`src/rtl/pc_gen_bp.sv`:
```
// pc_gen_bp: next-PC generation for instruction fetch.
// Supplies one PC per cycle and holds while the hazard unit stalls.
// On a mispredict it re-steers to the corrected PC. A small direct-mapped
// BTB with 2-bit saturating counters predicts taken branches; execute-stage
// resolutions train it.
// Optional build macro PC_GEN_PERF_EN adds saturating 16-bit counters for
// taken predictions and redirects.
//
// Fetch handshake: fetch consumes PC_ctrl on every rising edge where
// en_ctrl=1. On a mispredict edge, fetch takes pc_reg regardless of en_ctrl.
module pc_gen_bp #(
    parameter int PC_W  = 16,
    parameter int IDX_W = 3
) (
    input  logic            clk,
    input  logic            rst,
    input  logic            stall,
    input  logic            mispredict,
    input  logic [PC_W-1:0] pc_reg,
    input  logic            upd_valid,
    input  logic [PC_W-1:0] upd_pc,
    input  logic            upd_taken,
    input  logic [PC_W-1:0] upd_target,
    output logic [PC_W-1:0] PC_ctrl,
    output logic            en_ctrl,
    output logic            pred_taken
`ifdef PC_GEN_PERF_EN
    ,
    output logic [15:0]     perf_pred_taken,
    output logic [15:0]     perf_redirect
`endif
);

    localparam int ENTRIES = 2 ** IDX_W;
    localparam int TAG_W   = PC_W - IDX_W;

    logic                             run_q;
    logic [PC_W-1:0]                  pc_q, pc_d;
    logic                             pred_q, pred_d;
    logic [ENTRIES-1:0]               valid_q, valid_d;
    logic [ENTRIES-1:0][TAG_W-1:0]    tag_q, tag_d;
    logic [ENTRIES-1:0][PC_W-1:0]     tgt_q, tgt_d;
    logic [ENTRIES-1:0][1:0]          ctr_q, ctr_d;

    logic [PC_W-1:0]  lk_pc;
    logic [IDX_W-1:0] lk_idx;
    logic             lk_hit;
    logic             lk_taken;
    logic [PC_W-1:0]  lk_next;
    logic             load;
    logic [IDX_W-1:0] u_idx;
    logic             u_hit;

    assign en_ctrl    = run_q & ~stall;
    assign PC_ctrl    = pc_q;
    assign pred_taken = pred_q;
    assign load       = mispredict | en_ctrl;

    // Single BTB lookup on whichever PC is about to be replaced: the redirect
    // target on a mispredict, otherwise the PC fetch is consuming.
    // The lookup reads the pre-update table contents.
    always_comb begin
        lk_pc    = mispredict ? pc_reg : pc_q;
        lk_idx   = lk_pc[IDX_W-1:0];
        lk_hit   = valid_q[lk_idx] && (tag_q[lk_idx] == lk_pc[PC_W-1:IDX_W]);
        lk_taken = lk_hit && ctr_q[lk_idx][1];
        lk_next  = lk_taken ? tgt_q[lk_idx] : lk_pc + PC_W'(1);
    end

    // Next PC and prediction flag: load on a redirect or advance, else hold.
    always_comb begin
        pc_d   = pc_q;
        pred_d = pred_q;
        if (load) begin
            pc_d   = lk_next;
            pred_d = lk_taken;
        end
    end

    // BTB training from execute-stage branch resolution.
    always_comb begin
        valid_d = valid_q;
        tag_d   = tag_q;
        tgt_d   = tgt_q;
        ctr_d   = ctr_q;
        u_idx   = upd_pc[IDX_W-1:0];
        u_hit   = valid_q[u_idx] && (tag_q[u_idx] == upd_pc[PC_W-1:IDX_W]);
        if (upd_valid) begin
            if (u_hit) begin
                if (upd_taken) begin
                    if (ctr_q[u_idx] != 2'b11) ctr_d[u_idx] = ctr_q[u_idx] + 2'd1;
                    tgt_d[u_idx] = upd_target;
                end else if (ctr_q[u_idx] != 2'b00) begin
                    ctr_d[u_idx] = ctr_q[u_idx] - 2'd1;
                end
            end else if (upd_taken) begin
                valid_d[u_idx] = 1'b1;
                tag_d[u_idx]   = upd_pc[PC_W-1:IDX_W];
                tgt_d[u_idx]   = upd_target;
                ctr_d[u_idx]   = 2'b10;
            end
        end
    end

    // State registers; reset returns fetch to PC 0 and clears the BTB.
    always_ff @(posedge clk) begin
        if (rst) begin
            run_q   <= 1'b0;
            pc_q    <= '0;
            pred_q  <= 1'b0;
            valid_q <= '0;
            tag_q   <= '0;
            tgt_q   <= '0;
            ctr_q   <= {ENTRIES{2'b01}};
        end else begin
            run_q   <= 1'b1;
            pc_q    <= pc_d;
            pred_q  <= pred_d;
            valid_q <= valid_d;
            tag_q   <= tag_d;
            tgt_q   <= tgt_d;
            ctr_q   <= ctr_d;
        end
    end

`ifdef PC_GEN_PERF_EN
    logic [15:0] perf_pt_q, perf_pt_d;
    logic [15:0] perf_rd_q, perf_rd_d;

    assign perf_pred_taken = perf_pt_q;
    assign perf_redirect   = perf_rd_q;

    // Saturating event counts: taken predictions loaded, and redirects.
    always_comb begin
        perf_pt_d = perf_pt_q;
        perf_rd_d = perf_rd_q;
        if (load && lk_taken && perf_pt_q != 16'hFFFF) perf_pt_d = perf_pt_q + 16'd1;
        if (mispredict && perf_rd_q != 16'hFFFF) perf_rd_d = perf_rd_q + 16'd1;
    end

    // Performance counter registers.
    always_ff @(posedge clk) begin
        if (rst) begin
            perf_pt_q <= '0;
            perf_rd_q <= '0;
        end else begin
            perf_pt_q <= perf_pt_d;
            perf_rd_q <= perf_rd_d;
        end
    end
`endif

endmodule

```
`config.mk`:
```
export PLATFORM = sky130hd
export DESIGN_NAME = pc_gen_bp
export DESIGN_NICKNAME = d
export VERILOG_FILES = /design/src/rtl/pc_gen_bp.sv
export SDC_FILE = /design/constraint.sdc
export NUM_CORES = 1
export LEC_CHECK = 0
export ABC_AREA = 0
export CAP_MARGIN = 20
export CORE_ASPECT_RATIO = 2
export CORE_UTILIZATION = 60
export DETAILED_ROUTE_END_ITERATION = 8
export PLACE_DENSITY = 0.76
export SYNTH_ARGS = -nofsm -noshare
export SYNTH_HDL_FRONTEND = slang
export SYNTH_SLANG_ARGS = --single-unit
```
`constraint.sdc`:
```
create_clock -name clk -period 5.2 [get_ports clk]
set_input_delay 1.04 -clock clk [delete_from_list [all_inputs] [get_ports clk]]
set_output_delay 1.04 -clock clk [all_outputs]
set_load 0.01 [all_outputs]
```
==> results by group, run 1 <==
Detailed routing
  • DR DRC count: 0
  • DR iter-0 viols: between 1000 and 1500
  • WL per Instance: 21.56 um
  • Initial DRT Pass Iterations: 5
  • DR vias: between 10000 and 15000
  • Final wirelength: 43.16 mm
  • Via density: 6.401
  • ANT nets after route: 0

Critical path
  • Worst path required time: roughly 5600 ps
  • Max Fanout on Critical Path: 36
  • Worst setup EP type: register
  • Worst EP arrival: 4390 ps
  • Crit Path Category: primary input to register
  • Startpoint Class: primary input
  • Flop2flop setup slack: between 1500 and 2000 ps

Logic synthesis
  • Synth Register Bits: around 270
  • Cell variety after synth: between 60 and 70
  • Sequential area share after synthesis: 39.00%
  • Ys async rst share: 0%
  • Synth Warn #: 0
  • Cells after Synth: ~1700
  • Synthesized Nets: 1771
  • Leading register cell type out of synthesis: dfxtp_1
  • Mapped Area: approximately 0.014 mm2
  • Syn Area/Cell: about 8 um2
  • EDFF count, synth: 0

Placed design
  • Port Buffers: 71
  • Pre-CTS setup slack: about 760 ps
  • Placer congestion estimate: about 0.95
  • Placed cells: 1957
  • HPWL after DPL: between 20 and 30 mm

Clock network
  • Clk pin slew, worst setup/hold paths: approximately 60 ps
  • Clock Tree Buf Depth: 3
  • CTS Hold Buffers Added: 0
  • Latest clock arrival within the worst-skew pair: approximately 550 ps
  • Htree depth: 1
  • Clock root buffer: clkbuf_16
  • CTS buffer count: 25
  • Post-CTS Setup Bufs: 0
  • Clock tree from TritonCTS: yes
  • Post-cts sizing count: 0
  • CTS sink cnt: between 200 and 300

Timing
  • Fmax: 0.2535 GHz
  • Worst slew margin: ~36%
  • Final setup violation count: 0
  • PnR worst setup slack: around 1300 ps
  • Setup TNS: 0 ps
  • Pins Over Slew Limit: 0
  • Worst Tran Pin Value: roughly 960 ps
  • Final period util: approximately three quarters
  • Final hold viol count: 0
  • Final min period: 3945 ps
  • Skew final: approximately 15 ps
  • RSZ-0062 raised after global routing: no

Pwr
  • Power Density: 301.7 mW/mm2
  • Seq pwr share: between 40% and 50%
  • Internal Power: around 3.4 mW
  • Sw frac: around 27%
  • Leakage power: between 5 and 6 nW
  • Switching pwr: roughly 1.3 mW
  • Comb pwr share: roughly 14%
  • Peak VDD IR: between 0.3 and 0.4 mV
  • Clk network pwr share: between 30% and 40%

Finish
  • Cell Count, Final, Fillers Out: around 2000
  • Share of layout cells above drive strength 1: under 10%
  • Fillers: a little under 2000
  • Syn-to-layout area delta: 10.44%
  • Most frequent cells in the layout: nand2_1, dfxtp_1, a21oi_1
  • N_diodes: 0
  • Commonest non-fill, non-tap cell in the layout: nand2_1
  • Core Util, Final: 68.03%
  • Nets: around 1800

Die
  • I/O Pins: between 70 and 80
  • Initial core utilization: about three fifths
  • Core area: ~0.023 mm2
  • Die Area: around 0.024 mm2
  • Die Y: 218.5 um
  • Die Wd: 110.3 um
  • Row cnt: about 80

Global routing
  • Initial antenna violation count: 0
  • Aggregate global routing overflow: 0
  • Largest net degree at the start of global routing: between 100 and 150
  • Global-route wire length before repair: 67.38 mm
  • Vias in the first global route: between 10000 and 15000
  • Gr usage total: 36.57%

Flow run
  • Max Cap Viol: 0

Worst hold path
  • Worst hold path type: register to register

Status
  • Status: complete, no violations
## flip-flops by register name (all words and copies together), names as in the netlist
register,cells
valid_q,8
run_q,1
PC_ctrl,16
pred_taken,1
tag_q,104
tgt_q,128
ctr_q,16
## cells in the mapped netlist (18+ instances only)
master	count	area (um2)
nor2_1	131	491.7
nand3_1	36	180.2
nand2_1	451	1693
a31oi_1	26	162.7
mux4_2	26	585.6
o21ai_0	33	165.2
dfxtp_1	274	5485
buf_2	18	90.09
buf_4	24	180.2
clkbuf_1	89	334.1
buf_6	19	214.0
a32oi_1	20	175.2
mux2i_1	153	1531
and3_1	54	337.8
a21oi_1	153	765.7
## area by class of cell
| cell class | count | area (um2) | share of cell area (%) |
|---|---|---|---|
| clock buffer | 35 | 723.2 | 4.655 |
| timing repair buffer | 118 | 1072 | 6.902 |
| clock inverter | 10 | 91.34 | 0.5880 |
| multi-input combinational | 1267 | 7744 | 49.85 |
| tap | 280 | 350.3 | 2.255 |
| inverter | 18 | 68.82 | 0.4430 |
| sequential | 274 | 5485 | 35.31 |
## per-layer routing
metal	share of wire, %	GRT usage, %	vias up	wire length, um
met5	0	0	-	0
met4	8.0	26.80	0	3469
met3	6.8	6.591	198	2922
met2	51	62.90	599	22060
met1	34	38.83	6095	14720
li1	-	-	5923	-
## stage by stage
stage / hold WS, ps / power [mW] / area, um2
6_report: 454.3 / 4.687 / 15530
5_1_grt: 469.5 / 4.826 / 15530
4_1_cts: 455.3 / 4.691 / 15530
3_5_place_dp: 446.5 / 2.864 / 14720
3_3_place_gp: 438.2 / 2.857 / 14720
2_1_floorplan: 433.1 / 2.640 / 14070
## path summary, 6_finish.rpt
path                                   end  startpoint  cells past startpoint
worst max-delay path             ctr_q[11]   upd_pc[2]                     10
worst min-delay path             tgt_q[57]   tgt_q[57]                      2
worst max register to register  PC_ctrl[9]  PC_ctrl[2]                     11
worst min register to register   tgt_q[57]   tgt_q[57]                      2
## worst max-delay path: stages
cell and delay, ps:
buf_2 700, mux4_2 590, mux2i_1 170, xnor2_1 180, nor4b_2 350, nand3_1 140, buf_4 240, or2_1 230
o221a_2 420, a32o_1 290
## kinds of logic after synthesis
group / after synthesis / synth area share (%)
adder cells (fa/ha/maj): 3 / 0.2669
AND/OR/NAND/NOR: 725 / 21.96
AO/OA/AOI/OAI: 324 / 14.81
flip-flops: 274 / 39.00
multiplexers: 188 / 15.85
XOR/XNOR: 27 / 1.681
buffers and inverters: 173 / 6.431
## power by group through the flow
stage	sequential (mW)	clock [mW]	combinational, mW
2_1_floorplan	2.21	0	0.429
3_3_place_gp	2.22	0	0.636
3_5_place_dp	2.22	0	0.641
4_1_cts	2.17	1.87	0.645
5_1_grt	2.18	1.95	0.702
6_report	2.18	1.85	0.657
No activity file was read; power rests on OpenSTA's default activity.
==> run 2: changes to the inputs <==
==> constraint.sdc (replaced) <==
create_clock -name clk -period 4 [get_ports clk]
set_input_delay 0.8 -clock clk [delete_from_list [all_inputs] [get_ports clk]]
set_output_delay 0.8 -clock clk [all_outputs]
set_load 0.01 [all_outputs]
==> run 2 against run 1 <==
Effect of this change:
- worst hold slack about the same
- cell count increased by 1.8%
- first-iteration DRC count decreased by 15%
- non-clock buffer count increased by 38
- combinational power increased by 36%
- die area unchanged
- critical path type unchanged
- sequential power increased by 30%
- setup slack got worse by 760 ps
- clock-buffer cell count decreased by 4
- clock power increased by 32%
- sequential cell count unchanged
==> results by group, run 2 (synthesis gave the netlist of run 1 again) <==
Pwr
  • Peak VDD IR: slightly above 0.5 mV
  • Pwr Total: a little over 6 mW
  • Leakage power: a little over 6 nW
  • Power Density: around 390 mW/mm2

Timing
  • Worst slew margin: 40.80%
  • Setup TNS: 0 ps
  • Pins Over Slew Limit: 0
  • Fmax: around 0.29 GHz
  • Final min period: between 3000 and 4000 ps
  • Final period util: between 80 and 90%
  • Worst Tran Pin Value: roughly 900 ps
  • Final setup violation count: 0
  • RSZ-0062 raised after global routing: no
  • Final hold viol count: 0
  • Skew final: about 18 ps

Finish
  • Largest register FFs: 128
  • Core Util, Final: 69.88%
  • Most frequent cells in the layout: nand2_1, dfxtp_1, a21oi_1
  • Biggest regs: tgt_q x128, tag_q x104
  • Fillers: roughly 1900
  • N_diodes: 0
  • Nets: around 1800
  • Share of layout cells above drive strength 1: between 10% and 20%
  • Cell Count, Final, Fillers Out: 2038
  • Commonest non-fill, non-tap cell in the layout: nand2_1
  • Largest Register: tgt_q
  • Syn-to-layout area delta: 13.45%

Worst hold path
  • Worst hold path type: register to register

Status
  • Status: complete, no violations

Global routing
  • Largest net degree at the start of global routing: about 140
  • Aggregate global routing overflow: 0
  • Gr usage total: 36.42%
  • Initial antenna violation count: 0
  • Global-route wire length before repair: 67.22 mm
  • Vias in the first global route: about 13000

Clock network
  • CTS sink cnt: 274
  • Clock Tree Buf Depth: 3
  • Clock root buffer: clkbuf_16
  • Htree depth: 1
  • Post-cts sizing count: 0
  • Clock tree from TritonCTS: yes
  • Latest clock arrival within the worst-skew pair: 550 ps
  • CTS Hold Buffers Added: 0
  • Clk pin slew, worst setup/hold paths: ~70 ps
  • Post-CTS Setup Bufs: 0
  • CTS buffer count: 25

Critical path
  • Flop2flop setup slack: roughly 790 ps
  • Crit path launch: pc_reg[0]
  • Reg-to-Reg Start: PC_ctrl[2]
  • Critical R2R Capture: PC_ctrl[0]
  • Crit Path Category: primary input to register
  • Worst setup EP type: register
  • Worst path required time: approximately 4400 ps
  • Max Fanout on Critical Path: 23
  • Worst EP arrival: approximately 4000 ps
  • Startpoint Class: primary input
  • R2R depth: 8
  • Critical path destination: PC_ctrl[2]

Die
  • Die Y: ~220 um
  • Core area: roughly 0.023 mm2
  • Die Wd: between 100 and 150 um
  • Die Area: 0.02410 mm2
  • Initial core utilization: approximately three fifths
  • Row cnt: between 70 and 80
  • I/O Pins: between 70 and 80

Placed design
  • Placer congestion estimate: around 0.94
  • Port Buffers: 71
  • Placed cells: around 2000
  • HPWL after DPL: 29.58 mm

Detailed routing
  • WL per Instance: about 21 um
  • ANT nets after route: 0
  • DR iter-0 viols: approximately 1000
  • Initial DRT Pass Iterations: 6
  • Via density: between 6 and 7
  • DR vias: about 13000
  • Final wirelength: ~43 mm
  • DR DRC count: 0

Flow run
  • Max Cap Viol: 0
-- run 2: changes by cell type in the layout (fill, tap and decap cells not counted), sizes merged --
| cell | change |
|---|---|
| clkinvlp | +1 |
| inv | -1 |
| bufinv | +2 |
| clkbuf | -4 |
| buf | +38 |
-- run 2: metrics by stage --
stage               hold WS, ps  setup WS (ps)  instance area [um2]
floorplan                 433.1          660.0                14070
global placement          439.5          158.2                15140
detailed placement        446.5          75.43                15140
CTS                       455.9          626.1                15960
global route              471.2          313.9                15960
finish                    454.8          500.1                15960
-- run 2: area by class of cell --
cell class / instances / area, um2 / area share [%]
Timing Repair Buffer: 156 / 1495 / 9.370
Inverter: 18 / 68.82 / 0.4312
Multi-Input combinational cell: 1267 / 7744 / 48.53
Sequential cell: 274 / 5485 / 34.37
Clock buffer: 31 / 668.1 / 4.187
Clock inverter: 12 / 146.4 / 0.9174
Tap cell: 280 / 350.3 / 2.195
-- run 2: routing by layer --
layer	part of all wire [%]	GRT usage, %	wire, um	vias to the layer above
met4	8.8	29.08	3782	0
met5	0	0	0	-
met1	34	38.93	14820	6121
li1	-	-	-	6002
met2	50	61.51	21590	606
met3	6.7	6.174	2899	207
-- run 2: power breakdown --
group | switching (mW) | internal [mW] | leakage, nW
Sequential | 0.0505 | 2.78 | 2.22
Clock | 1.06 | 1.38 | 0.394
Combinational | 0.545 | 0.348 | 3.59
Total | 1.66 | 4.51 | 6.20
-- run 2: worst min path at each step --
stage                     from    endpoint  slack, ps  cells past startpoint
floorplan            tgt_q[18]   tgt_q[18]        430                      2
global placement     tgt_q[18]   tgt_q[18]        440                      2
detailed placement  tgt_q[117]  tgt_q[117]        450                      2
CTS                  tgt_q[65]   tgt_q[65]        460                      2
global route        tgt_q[117]  tgt_q[117]        470                      2
finish               tgt_q[61]   tgt_q[61]        450                      2
-- run 2: critical path, cell delays in order --
cell	delay, ps
clkdlybuf4s50_1	440
mux2i_4	310
buf_4	300
buf_4	320
nand2_1	100
a32oi_1	250
a21oi_1	100
nor4_1	350
nand4_1	160
buf_4	220
a2111oi_0	380
o21ai_0	170
==> run 3: changes to the inputs <==
==> constraint.sdc (replaced) <==
create_clock -name clk -period 4 [get_ports clk]
set_input_delay 0.8 -clock clk [delete_from_list [all_inputs] [get_ports clk]]
set_output_delay 0.8 -clock clk [all_outputs]
set_load 0.1 [all_outputs]
==> run 3 against run 2 <==
Effect of this change:
- first-iteration DRC count is 3.3% lower
- highest routed layer unchanged
- critical path type unchanged
- sequential cell count did not move
- largest cell class unchanged
- setup slack better by 56 ps
- via count is 0.14% lower
- clock power is 5% higher
- combinational power rose by 11%
- cell count is essentially flat
- routed wire length rose by 0.14%
- utilization grew 0.16 points
==> results by group, run 3 (synthesis gave the netlist of run 1 again) <==
Finish
  • N_diodes: 0
  • Largest register FFs: around 130
  • Biggest regs: tgt_q x128, tag_q x104
  • Commonest non-fill, non-tap cell in the layout: nand2_1
  • Design Area, Final: 0.01599 mm2
  • Largest Register: tgt_q
  • Nets: 1799
  • Syn-to-layout area delta: 13.71%
  • Share of layout cells above drive strength 1: about 11%
  • Most frequent cells in the layout: nand2_1, dfxtp_1, a21oi_1

Placed design
  • Placer congestion estimate: between 0.9 and 1
  • Placed instance area: approximately 0.015 mm2
  • HPWL after DPL: 29.52 mm
  • Port Buffers: 71
  • Pre-CTS setup slack: 71.75 ps

Critical path
  • Max Fanout on Critical Path: 23
  • Worst setup EP type: register
  • Critical R2R Capture: PC_ctrl[8]
  • Crit Path Category: primary input to register
  • Startpoint Class: primary input
  • Worst EP arrival: between 3000 and 4000 ps
  • Worst path required time: about 4400 ps
  • R2R depth: 9
  • Reg-to-Reg Start: PC_ctrl[1]
  • Flop2flop setup slack: a little over 800 ps

Detailed routing
  • Final wirelength: ~43 mm
  • DR vias: around 13000
  • Initial DRT Pass Iterations: 5
  • DR iter-0 viols: approximately 1000
  • Via density: ~6.3
  • ANT nets after route: 0
  • WL per Instance: about 21 um
  • DR DRC count: 0

Worst hold path
  • Hold Crit Depth: 2
  • Worst hold path type: register to register
  • Hold path endpoint: tgt_q[106]
  • Hold Startpoint: tgt_q[106]

Pwr
  • Sw frac: between 20% and 30%
  • Internal Power: 4.595 mW
  • Switching pwr: roughly 1.8 mW
  • Clk network pwr share: 40.0%
  • Comb pwr share: between 10% and 20%
  • Seq pwr share: 44.5%
  • Peak VDD IR: between 0.4 and 0.5 mV
  • Leakage power: 6.230 nW
  • Power Density: slightly below 400 mW/mm2

Timing
  • PnR worst setup slack: ~560 ps
  • Worst slew margin: 33.88%
  • Fmax: 0.2903 GHz
  • Final setup violation count: 0
  • Skew final: ~9.4 ps
  • Final min period: 3444 ps
  • RSZ-0062 raised after global routing: no
  • Final period util: between 80% and 90%
  • Final hold viol count: 0
  • Pins Over Slew Limit: 0
  • Worst Tran Pin Value: around 990 ps
  • Setup TNS: 0 ps

Global routing
  • Initial antenna violation count: 0
  • Largest net degree at the start of global routing: 137
  • Gr usage total: 36.55%
  • Vias in the first global route: ~12000
  • Global-route wire length before repair: 67.00 mm
  • Aggregate global routing overflow: 0

Clock network
  • Htree depth: 1
  • Post-cts sizing count: 0
  • Clk pin slew, worst setup/hold paths: 70 ps
  • CTS buffer count: 25
  • CTS Hold Buffers Added: 0
  • Clock tree from TritonCTS: yes
  • Clock root buffer: clkbuf_16
  • Clock Tree Buf Depth: 3
  • CTS sink cnt: about 270
  • Latest clock arrival within the worst-skew pair: about 550 ps
  • Post-CTS Setup Bufs: 0

Flow run
  • Max Cap Viol: 0

Die
  • I/O Pins: just over 70
  • Core area: between 0.02 and 0.025 mm2
  • Die Area: roughly 0.024 mm2
  • Row cnt: 78
  • Initial core utilization: a little over 60%
  • Die Wd: roughly 110 um
  • Die Y: about 220 um

Status
  • Status: complete, no violations
[run 3: cell count changes in the layout (fill, tap and decap cells not counted)]
| cell | delta |
|---|---|
| clkbuf_1 | +1 |
| buf_4 | +1 |
| clkinv_4 | -1 |
| clkbuf_8 | +5 |
| clkinvlp_4 | -2 |
| clkinv_2 | -2 |
| clkdlybuf4s50_1 | -1 |
[run 3: metrics by stage]
| step | util, % | std cells | hold slack (ps) | total power, mW |
|---|---|---|---|---|
| floorplan | - | 1714 | 433.1 | 3.528 |
| global placement | 66.30 | 1995 | 439.2 | 3.848 |
| detailed placement | 66.30 | 1995 | 446.5 | 3.857 |
| CTS | 70.04 | 2039 | 455.4 | 6.359 |
| global route | 70.04 | 2039 | 464.6 | 6.547 |
| finish | 70.04 | 2039 | 453.7 | 6.364 |
[run 3: worst max-delay path, cell delays in order]
cell             delay (ps)
clkdlybuf4s50_1         440
mux2i_4                 320
buf_4                   300
buf_4                   320
nand2_1                 100
a32oi_1                 240
a21oi_1                 100
nor4_1                  310
nand4_1                 180
buf_4                   230
a2111oi_0               410
o31ai_1                 110
[run 3: layer usage]
metal / global-route usage [%] / up-vias / routed length [um]
li1: - / 5990 / -
met1: 38.38 / 6084 / 14840
met2: 61.95 / 617 / 21650
met3: 5.696 / 227 / 2668
met4: 31.10 / 0 / 4006
met5: 0 / - / 0
[run 3: power by group through the flow]
stage | registers (mW) | clock network [mW] | logic (mW)
2_1_floorplan | 2.97 | 0 | 0.562
3_3_place_gp | 2.89 | 0 | 0.961
3_5_place_dp | 2.89 | 0 | 0.969
4_1_cts | 2.83 | 2.56 | 0.974
5_1_grt | 2.83 | 2.67 | 1.04
6_report | 2.83 | 2.55 | 0.987
[run 3: layout make-up]
cell class              instances  area [um2]
inverters                      18       68.82
flip-flops and latches        274        5485
well taps                     280       350.3
repair buffers                156        1493
fillers                      1852        6843
clock buffers                  37       740.7
multi-input cells            1267        7744
clock inverters                 7       112.6
[run 3: how the worst max path moves through the flow]
stage	startpoint	slack (ps)	to	depth (start not counted)
floorplan	PC_ctrl[0]	520	PC_ctrl[12]	13
global placement	pc_reg[0]	160	PC_ctrl[2]	12
detailed placement	pc_reg[0]	70	PC_ctrl[4]	12
CTS	pc_reg[0]	610	PC_ctrl[4]	12
global route	pc_reg[0]	220	PC_ctrl[8]	12
finish	pc_reg[0]	560	PC_ctrl[8]	12
